`src/rtl/accum_seq_if.sv`:
```
// Command/result bus for accum_seq plus the port to the external adder/subtractor.
// slave is the accumulator side; master is the environment that drives commands and the adder.
interface accum_seq_if #(
  parameter int dw = 8
);
  logic          in_valid;
  logic          in_ready;
  logic [1:0]    in_op;
  logic [dw-1:0] in_data;
  logic [dw-1:0] as_dataa;
  logic [dw-1:0] as_datab;
  logic          as_add_sub;
  logic [dw-1:0] as_result;
  logic          out_valid;
  logic          out_ready;
  logic [dw-1:0] out_data;
  logic          out_ovf;
  logic          ovf_sticky;
  logic [7:0]    op_count;

  modport slave (
    input  in_valid, in_op, in_data, as_result, out_ready,
    output in_ready, as_dataa, as_datab, as_add_sub,
           out_valid, out_data, out_ovf, ovf_sticky, op_count
  );

  modport master (
    output in_valid, in_op, in_data, as_result, out_ready,
    input  in_ready, as_dataa, as_datab, as_add_sub,
           out_valid, out_data, out_ovf, ovf_sticky, op_count
  );
endinterface

```
`src/rtl/accum_seq.sv`:
```
// Accumulator sequencer: one command in, arithmetic via an external adder, one result out.
// Accept at edge N, result valid after N+1, held until out_ready; next accept at N+3 at best.
module accum_seq #(
  parameter int dw = 8
) (
  input  logic       clk,
  input  logic       reset,
  accum_seq_if.slave bus
);
  typedef enum logic [1:0] {IDLE = 2'd0, CALC = 2'd1, OUT = 2'd2} state_t;

  localparam logic [1:0] OP_LOAD  = 2'b00;
  localparam logic [1:0] OP_ADD   = 2'b01;
  localparam logic [1:0] OP_SUB   = 2'b10;

  state_t        state_q, state_d;
  logic [dw-1:0] acc_q, acc_d;
  logic [dw-1:0] opnd_q, opnd_d;
  logic [1:0]    op_q, op_d;
  logic          ovf_q, ovf_d;
  logic          sticky_q, sticky_d;
  logic [7:0]    cnt_q, cnt_d;
  logic          in_ready_q, in_ready_d;
  logic          out_valid_q, out_valid_d;
  logic          add_ovf, sub_ovf;
  logic [7:0]    cnt_inc;

  // Signed overflow from sign bits of both operands and the returned result.
  assign add_ovf = (acc_q[dw-1] == opnd_q[dw-1]) && (bus.as_result[dw-1] != acc_q[dw-1]);
  assign sub_ovf = (acc_q[dw-1] != opnd_q[dw-1]) && (bus.as_result[dw-1] != acc_q[dw-1]);
  assign cnt_inc = (cnt_q == 8'hFF) ? cnt_q : cnt_q + 8'd1;

  always_comb begin
    state_d     = state_q;
    acc_d       = acc_q;
    opnd_d      = opnd_q;
    op_d        = op_q;
    ovf_d       = ovf_q;
    sticky_d    = sticky_q;
    cnt_d       = cnt_q;
    in_ready_d  = in_ready_q;
    out_valid_d = out_valid_q;
    case (state_q)
      IDLE: begin
        if (bus.in_valid) begin
          op_d       = bus.in_op;
          opnd_d     = bus.in_data;
          in_ready_d = 1'b0;
          state_d    = CALC;
        end
      end
      CALC: begin
        case (op_q)
          OP_LOAD: begin
            acc_d    = opnd_q;
            ovf_d    = 1'b0;
            sticky_d = 1'b0;
            cnt_d    = cnt_inc;
          end
          OP_ADD: begin
            acc_d    = bus.as_result;
            ovf_d    = add_ovf;
            sticky_d = sticky_q | add_ovf;
            cnt_d    = cnt_inc;
          end
          OP_SUB: begin
            acc_d    = bus.as_result;
            ovf_d    = sub_ovf;
            sticky_d = sticky_q | sub_ovf;
            cnt_d    = cnt_inc;
          end
          default: begin
            acc_d    = '0;
            ovf_d    = 1'b0;
            sticky_d = 1'b0;
            cnt_d    = 8'd1;
          end
        endcase
        out_valid_d = 1'b1;
        state_d     = OUT;
      end
      OUT: begin
        if (bus.out_ready) begin
          out_valid_d = 1'b0;
          in_ready_d  = 1'b1;
          state_d     = IDLE;
        end
      end
      default: begin
        out_valid_d = 1'b0;
        in_ready_d  = 1'b1;
        state_d     = IDLE;
      end
    endcase
  end

  always_ff @(posedge clk or posedge reset) begin
    if (reset) begin
      state_q     <= IDLE;
      acc_q       <= '0;
      opnd_q      <= '0;
      op_q        <= OP_LOAD;
      ovf_q       <= 1'b0;
      sticky_q    <= 1'b0;
      cnt_q       <= 8'd0;
      in_ready_q  <= 1'b1;
      out_valid_q <= 1'b0;
    end else begin
      state_q     <= state_d;
      acc_q       <= acc_d;
      opnd_q      <= opnd_d;
      op_q        <= op_d;
      ovf_q       <= ovf_d;
      sticky_q    <= sticky_d;
      cnt_q       <= cnt_d;
      in_ready_q  <= in_ready_d;
      out_valid_q <= out_valid_d;
    end
  end

  assign bus.in_ready   = in_ready_q;
  assign bus.out_valid  = out_valid_q;
  assign bus.out_data   = acc_q;
  assign bus.out_ovf    = ovf_q;
  assign bus.ovf_sticky = sticky_q;
  assign bus.op_count   = cnt_q;
  assign bus.as_dataa   = acc_q;
  assign bus.as_datab   = opnd_q;
  // Subtract only while a SUB is being evaluated; add everywhere else.
  assign bus.as_add_sub = !((state_q == CALC) && (op_q == OP_SUB));
endmodule

```
`src/flat_wrapper.sv`:
```
// flat-port wrapper written by rule: the top's interface ports become plain ports
module accum_seq_flat 
#(
  parameter int dw = 8
)
  (clk, reset, bus_in_valid, bus_in_op, bus_in_data, bus_as_result, bus_out_ready, bus_in_ready, bus_as_dataa, bus_as_datab, bus_as_add_sub, bus_out_valid, bus_out_data, bus_out_ovf, bus_ovf_sticky, bus_op_count);
  accum_seq_if #(.dw(dw)) bus_i ();
  input  logic clk;
  input  logic reset;
  input wire logic [$bits(bus_i.in_valid)-1:0] bus_in_valid;
  input wire logic [$bits(bus_i.in_op)-1:0] bus_in_op;
  input wire logic [$bits(bus_i.in_data)-1:0] bus_in_data;
  input wire logic [$bits(bus_i.as_result)-1:0] bus_as_result;
  input wire logic [$bits(bus_i.out_ready)-1:0] bus_out_ready;
  output wire logic [$bits(bus_i.in_ready)-1:0] bus_in_ready;
  output wire logic [$bits(bus_i.as_dataa)-1:0] bus_as_dataa;
  output wire logic [$bits(bus_i.as_datab)-1:0] bus_as_datab;
  output wire logic [$bits(bus_i.as_add_sub)-1:0] bus_as_add_sub;
  output wire logic [$bits(bus_i.out_valid)-1:0] bus_out_valid;
  output wire logic [$bits(bus_i.out_data)-1:0] bus_out_data;
  output wire logic [$bits(bus_i.out_ovf)-1:0] bus_out_ovf;
  output wire logic [$bits(bus_i.ovf_sticky)-1:0] bus_ovf_sticky;
  output wire logic [$bits(bus_i.op_count)-1:0] bus_op_count;
  assign bus_i.in_valid = bus_in_valid;
  assign bus_i.in_op = bus_in_op;
  assign bus_i.in_data = bus_in_data;
  assign bus_i.as_result = bus_as_result;
  assign bus_i.out_ready = bus_out_ready;
  assign bus_in_ready = bus_i.in_ready;
  assign bus_as_dataa = bus_i.as_dataa;
  assign bus_as_datab = bus_i.as_datab;
  assign bus_as_add_sub = bus_i.as_add_sub;
  assign bus_out_valid = bus_i.out_valid;
  assign bus_out_data = bus_i.out_data;
  assign bus_out_ovf = bus_i.out_ovf;
  assign bus_ovf_sticky = bus_i.ovf_sticky;
  assign bus_op_count = bus_i.op_count;
  accum_seq #(.dw(dw)) u_core (.clk(clk), .reset(reset), .bus(bus_i));
endmodule
```
`config.mk`:
```
export PLATFORM = sky130hd
export DESIGN_NAME = accum_seq_flat
export DESIGN_NICKNAME = d
export VERILOG_FILES = /design/src/rtl/accum_seq_if.sv /design/src/rtl/accum_seq.sv /design/src/flat_wrapper.sv
export SDC_FILE = /design/constraint.sdc
export NUM_CORES = 1
export LEC_CHECK = 0
export CAP_MARGIN = 40
export CORE_ASPECT_RATIO = 1.1
export CORE_UTILIZATION = 44
export DETAILED_ROUTE_END_ITERATION = 7
export GPL_TIMING_DRIVEN = 0
export PLACE_DENSITY_LB_ADDON = 0.3
export SLEW_MARGIN = 10
export SYNTH_ARGS = -nofsm -noshare
export SYNTH_HDL_FRONTEND = slang
export SYNTH_SLANG_ARGS = --single-unit
```
`constraint.sdc`:
```
create_clock -name clk -period 2.1 [get_ports clk]
set_clock_uncertainty 0.1 [all_clocks]
set_input_delay 0.525 -clock clk [delete_from_list [all_inputs] [get_ports clk]]
set_output_delay 0.525 -clock clk [all_outputs]
set_load 0.02 [all_outputs]
```
== Yosys cells after proc, flatten, opt, wreduce, memory -nomap -nowiden ==
Index checks and enable logic that the tools add are counted.

* Add/sub/neg operators: 1
* Equality and inequality tests: 11
* Multiplexer cells: 13
* Bitwise operators: 4
* Reduce and logical (&&, ||, !) cells: 13

{| class="wikitable"
|+ Operators with widths
! cell !! number
|-
| two-way mux 8 bit || 2
|-
| one-hot mux 8 bit (2 select lines) || 1
|-
| adder 8 x 1 -> 8 bit (second input constant) || 1
|-
| equality test 8 bit (second input constant) || 1
|-
| AND reduction 2 bit || 4
|-
| inequality test 2 bit (second input constant) || 3
|-
| one-hot mux 1 bit (3 select lines) || 2
|-
| one-hot mux 2 bit (3 select lines) || 1
|-
| equality test 2 x 1 -> 1 bit (second input constant) || 2
|-
| equality test 2 bit (second input constant) || 2
|-
| logical NOT 2 bit || 2
|-
| two-way mux 2 bit || 2
|-
| one-hot mux 1 bit (2 select lines) || 2
|-
| logical AND 1 bit || 3
|-
| two-way mux 1 bit || 3
|-
| AND reduction 3 bit || 1
|-
| OR reduction 3 bit || 1
|-
| inequality test 1 bit || 2
|-
| inverter 1 bit || 2
|-
| OR 1 bit || 2
|-
| OR reduction 2 bit || 1
|-
| equality test 1 bit || 1
|-
| logical NOT 1 bit || 1
|}

* Bits in registers: 32
* Input port bits: 22
* Output and inout bits: 37

== Depth between registers and ports, before layout ==
* Depth in word-level cells: 4
* Gate-level depth with buffers: 6

== Least setup slack after synthesis ==
Ideal clock, no wire load.

* Path kind: register -> register
* Start: reg u_core.cnt_q[0] (netlist: u_core.bus.op_count[0])
* End: reg u_core.cnt_q[5] (netlist: u_core.bus.op_count[5])
* Arrival: 1.674 ns
* Data required time: 1.923 ns
* Slack: 0.249 ns
* Stages on the path, launching flop included: 6
* Path buffers: 0
* Clock period less this slack: 1.851 ns
* Cells stage by stage: dfrtp_1 > ha_1 > and2_1 > a311o_1 > or3_1 > o21ai_1

* Cells in the longest elaborated chain, start to end: 3
* Elaborated cells between the ends (all ways): 6
* Those cells by class: add/sub: 1; eq/ne: 2; mux: 2; reduce/logical: 1

{| class="wikitable"
|+ Ends and longest elaborated chain
! element !! RTL line !! text
|-
| start, declared || accum_seq.sv:22 || <nowiki>logic [7:0] cnt_q, cnt_d;</nowiki>
|-
| start signal, assigned || accum_seq.sv:115 || <nowiki>cnt_q <= cnt_d;</nowiki>
|-
| adder 8 x 1 -> 8 bit / equality test 8 bit (equally long branches) || accum_seq.sv:31 || <nowiki>assign cnt_inc = (cnt_q == 8'hFF) ? cnt_q : cnt_q + 8'd1;</nowiki>
|-
| two-way mux 8 bit / inequality test 2 bit (equally long branches) || n/a ||
|-
| two-way mux 8 bit / AND reduction 2 bit (equally long branches) || n/a ||
|}

Several ways; a longest one is shown, not always the timed one. The select of a mux whose other input is x is not followed.
A chain may end at the register's enable or synchronous reset.

== Worst setup path after layout ==
* Start: reg u_core.acc_q[4] (netlist: u_core.bus.as_dataa[4])
* End: out bus_out_data[4]

{| class="wikitable"
|+ RTL lines
! element !! RTL line !! text
|-
| start, declared || accum_seq.sv:17 || <nowiki>logic [dw-1:0] acc_q, acc_d;</nowiki>
|-
| start signal, assigned || accum_seq.sv:100 || <nowiki>acc_q <= '0;</nowiki>
|-
| start signal, assigned || accum_seq.sv:110 || <nowiki>acc_q <= acc_d;</nowiki>
|-
| end, declared || flat_wrapper.sv:20 || <nowiki>output wire logic [$bits(bus_i.out_data)-1:0] bus_out_data;</nowiki>
|}

No word-level cell between the ends.

==> results by group <==
Yosys
  – Syn nets: 181
  – Syn Area/Cell: 10.3 um2
  – Seq/Total Area, Yosys: 51.0%
  – Synth Instances: 153
  – Yosys warns: 0
  – EDFF count, synth: 0
  – Netlist cell types: 36
  – #FFs+latches synth: 32
  – Post-synthesis async set-or-reset flop share: 100%
  – Ys flop type: dfrtp_1
  – Synthesized area: 1570 um2

Setup path
  – Worst-path cell chain: buf_4, clkdlybuf4s50_1
  – Worst setup path end: bus_out_data[4]
  – Critical Path Start: u_core.bus.as_dataa[4]$_DFFE_PP0P_
  – CP endpoint kind: primary output
  – Slowest CP cell: clkdlybuf4s50_1
  – Startpoint types: register
  – Arr. time, crit path: 1.41 ns
  – Critical path class: reg2out
  – R2R Setup Slk: 0.18 ns
  – CP max stage delay: 0.59 ns
  – Worst r2r src: u_core.bus.op_count[0]$_DFFE_PP0P_
  – R2R depth: 5
  – FF-to-FF End: u_core.bus.op_count[6]$_DFFE_PP0P_
  – Worst Path Max Fanout: 3
  – Critical Path RT: 1.47 ns

Layout
  – Diode count: 0
  – Leading cell type in the layout, fill and taps excluded: clkdlybuf4s50_1
  – Fraction of layout cells with a size suffix above 1: 15.5%
  – Area Growth Syn to Fin: 47.6%
  – Most frequent cells in the layout: 46 x clkdlybuf4s50_1, 30 x dfrtp_1, 21 x nand2_1, 18 x o21ai_0, 9 x dlymetal6s2s_1
  – Nets: 247

Pwr
  – Total power: 3.31 mW
  – Switching power total: 1.38 mW
  – Leak Pwr: 1.13 nW
  – Share of total power in sequential cells: 33.6%
  – Clock share of power: 11.1%
  – Comb pwr share: 55.4%
  – Cell internal pwr: 1.93 mW
  – Worst ir drop on vdd: 793 uV
  – PD cells: 1430 nW/um2
  – Switching share of power: 41.7%

Global routing
  – Vias in the first global route: 1315
  – Total gr overflow: 0
  – Largest net degree at the start of global routing: 22
  – Gr usage total: 21.1%
  – First-pass GRT wire length: 5950 um
  – Initial antenna violation count: 0

Clock network
  – Clock Sink Count: 32
  – CTS tree: done
  – Clk_lat worst skew: 0.33 ns
  – CTS max path bufs: 2
  – Clk slew on worst S/H paths: 0.10 ns
  – Cts bufs inserted: 5
  – Root Buffer: clkbuf_4
  – H-tree depth: 2

Floorplanning
  – Initial Util: 46.5%
  – Die height: 64.7 um
  – Cell Rows: 22
  – Core area: 3390 um2
  – DIE WIDTH: 59.0 um
  – Area of the die: 3820 um2
  – Num ports: 59

Placement
  – IO Port Bufs: 58
  – Final HPWL DP: 2890 um
  – Setup WS pre-CTS: -0.143 ns
  – GPL Wtd Cong: 0.854

STA
  – F_max: 0.492 GHz
  – Max Slew Vio Count: 0
  – Setup-failing EPs final: 0
  – Minimum clock period: 2.03 ns
  – Period utilisation layout: 96.8%
  – Setup TNS Final: 0 ns
  – Worst rel slew slack: 60.0%
  – Slew of the pin with the lowest slew margin: 0.597 ns
  – WHS: 0.391 ns
  – Hold Fails Final Rpt: 0
  – Final WS setup: 0.0666 ns
  – RSZ-0062 raised after global routing: no

Routing
  – Antenna viol nets, final: 0
  – Drt pass-1 iters: 4
  – Routed met2 length: 1950 um
  – DR WL/cell: 13.6 um
  – Metal-1 WL: 1510 um
  – Post-DR vias/cell: 5.04
  – Post-route DRC: 0
  – Total Routed Length: 3650 um
  – DRT iter0 DRCs: 63
  – Routed vias: 1350
  – Top Metal Used: met4
  – Met3 WL: 138 um

Min path
  – HP Start: u_core.bus.in_ready$_DFFE_PP1P_
  – Hold Path Class: reg2reg

Run
  – Max_cap viols: 0

Outcome
  – Status: completed
[synth_stat cells (3+ instances only)]
cell type  instances  share of area, %
dfrtp_1           31                49
nand2_1           21               5.0
o21ai_0           18               5.7
a22oi_1            8               3.8
buf_4              8               3.8
inv_1              8               1.9
mux2_2             7               5.0
ha_1               6               4.8
a21oi_1            5               1.6
nor2_1             5               1.2
nand3_1            3              0.95
[sequential cells by signal (all words and copies together), names as in the netlist]
| signal | flops |
|---|---|
| u_core.bus.as_dataa | 8 |
| u_core.bus.as_datab | 8 |
| u_core.bus.op_count | 8 |
| u_core.op_q | 2 |
| u_core.state_q | 2 |
| u_core.bus.in_ready | 1 |
| u_core.bus.out_ovf | 1 |
| u_core.bus.out_valid | 1 |
| u_core.bus.ovf_sticky | 1 |
[through the flow]
stage	cell area, um2	utilization, %	instances
2_1_floorplan	1570	-	153
3_3_place_gp	2210	65.4	259
3_5_place_dp	2240	66.2	260
4_1_cts	2300	68.0	268
5_1_grt	2320	68.6	268
6_report	2320	68.6	268
[what timing repair did]
item | CTS | global route
pin swaps | 0 | 0
hold buffers | 0 | 0
endpoints found under the setup margin | 3 | 10
gates resized for setup | 7 | 11
setup buffers | 0 | 0
[cell families after synthesis]
group,after synthesis,synth area share [%]
AOI/OAI and AO/OA,40,15.9
DFF,32,51.0
adders and majority gates,6,4.77
xor gates and xnor gates,2,1.11
muxes,9,6.29
buffers and inverters,22,7.72
and+or+nand+nor,42,13.2
[per-layer routing]
metal	GRT usage [%]	vias to the layer above
met5	0	-
met1	25.1	654
met3	4.39	5
met4	8.93	0
li1	-	656
met2	36.4	35
[critical path, delay by kind of cell, from the launching register on]
family	cells	cell delay, ns
flip-flops	1	0.39
buffers and inverters	2	0.70
[power by group through the flow]
stage          registers, mW  clock network, mW  logic [mW]
4_1_cts                 1.11              0.378        1.87
3_5_place_dp            1.12                  0        1.87
3_3_place_gp            1.10                  0        1.81
6_report                1.11              0.367        1.84
5_1_grt                 1.15              0.413        1.98
2_1_floorplan           1.33                  0       0.847
[worst min path at each step]
| stage | slack (ns) | cells after the start | endpoint |
|---|---|---|---|
| after CTS | 0.39 | 2 | u_core.bus.in_ready$_DFFE_PP1P_ |
| after floorplan | 0.39 | 2 | u_core.bus.in_ready$_DFFE_PP1P_ |
| final | 0.39 | 2 | u_core.bus.in_ready$_DFFE_PP1P_ |
| after detailed placement | 0.37 | 1 | u_core.bus.out_valid$_DFFE_PP0P_ |
| after global routing | 0.41 | 2 | u_core.bus.in_ready$_DFFE_PP1P_ |
| after global placement | 0.35 | 2 | u_core.bus.in_ready$_DFFE_PP1P_ |
[layout make-up]
class                      count  area, um2
fill                         294       1060
sequential                    32        803
multi-input combinational     99        652
timing repair buffer          59        623
buffer                        14       91.3
tap                           48       60.1
clock buffer                   6       51.3
inverter                       8       30.0
clock inverter                 2       10.0
Power figures use the tool's default switching activity.
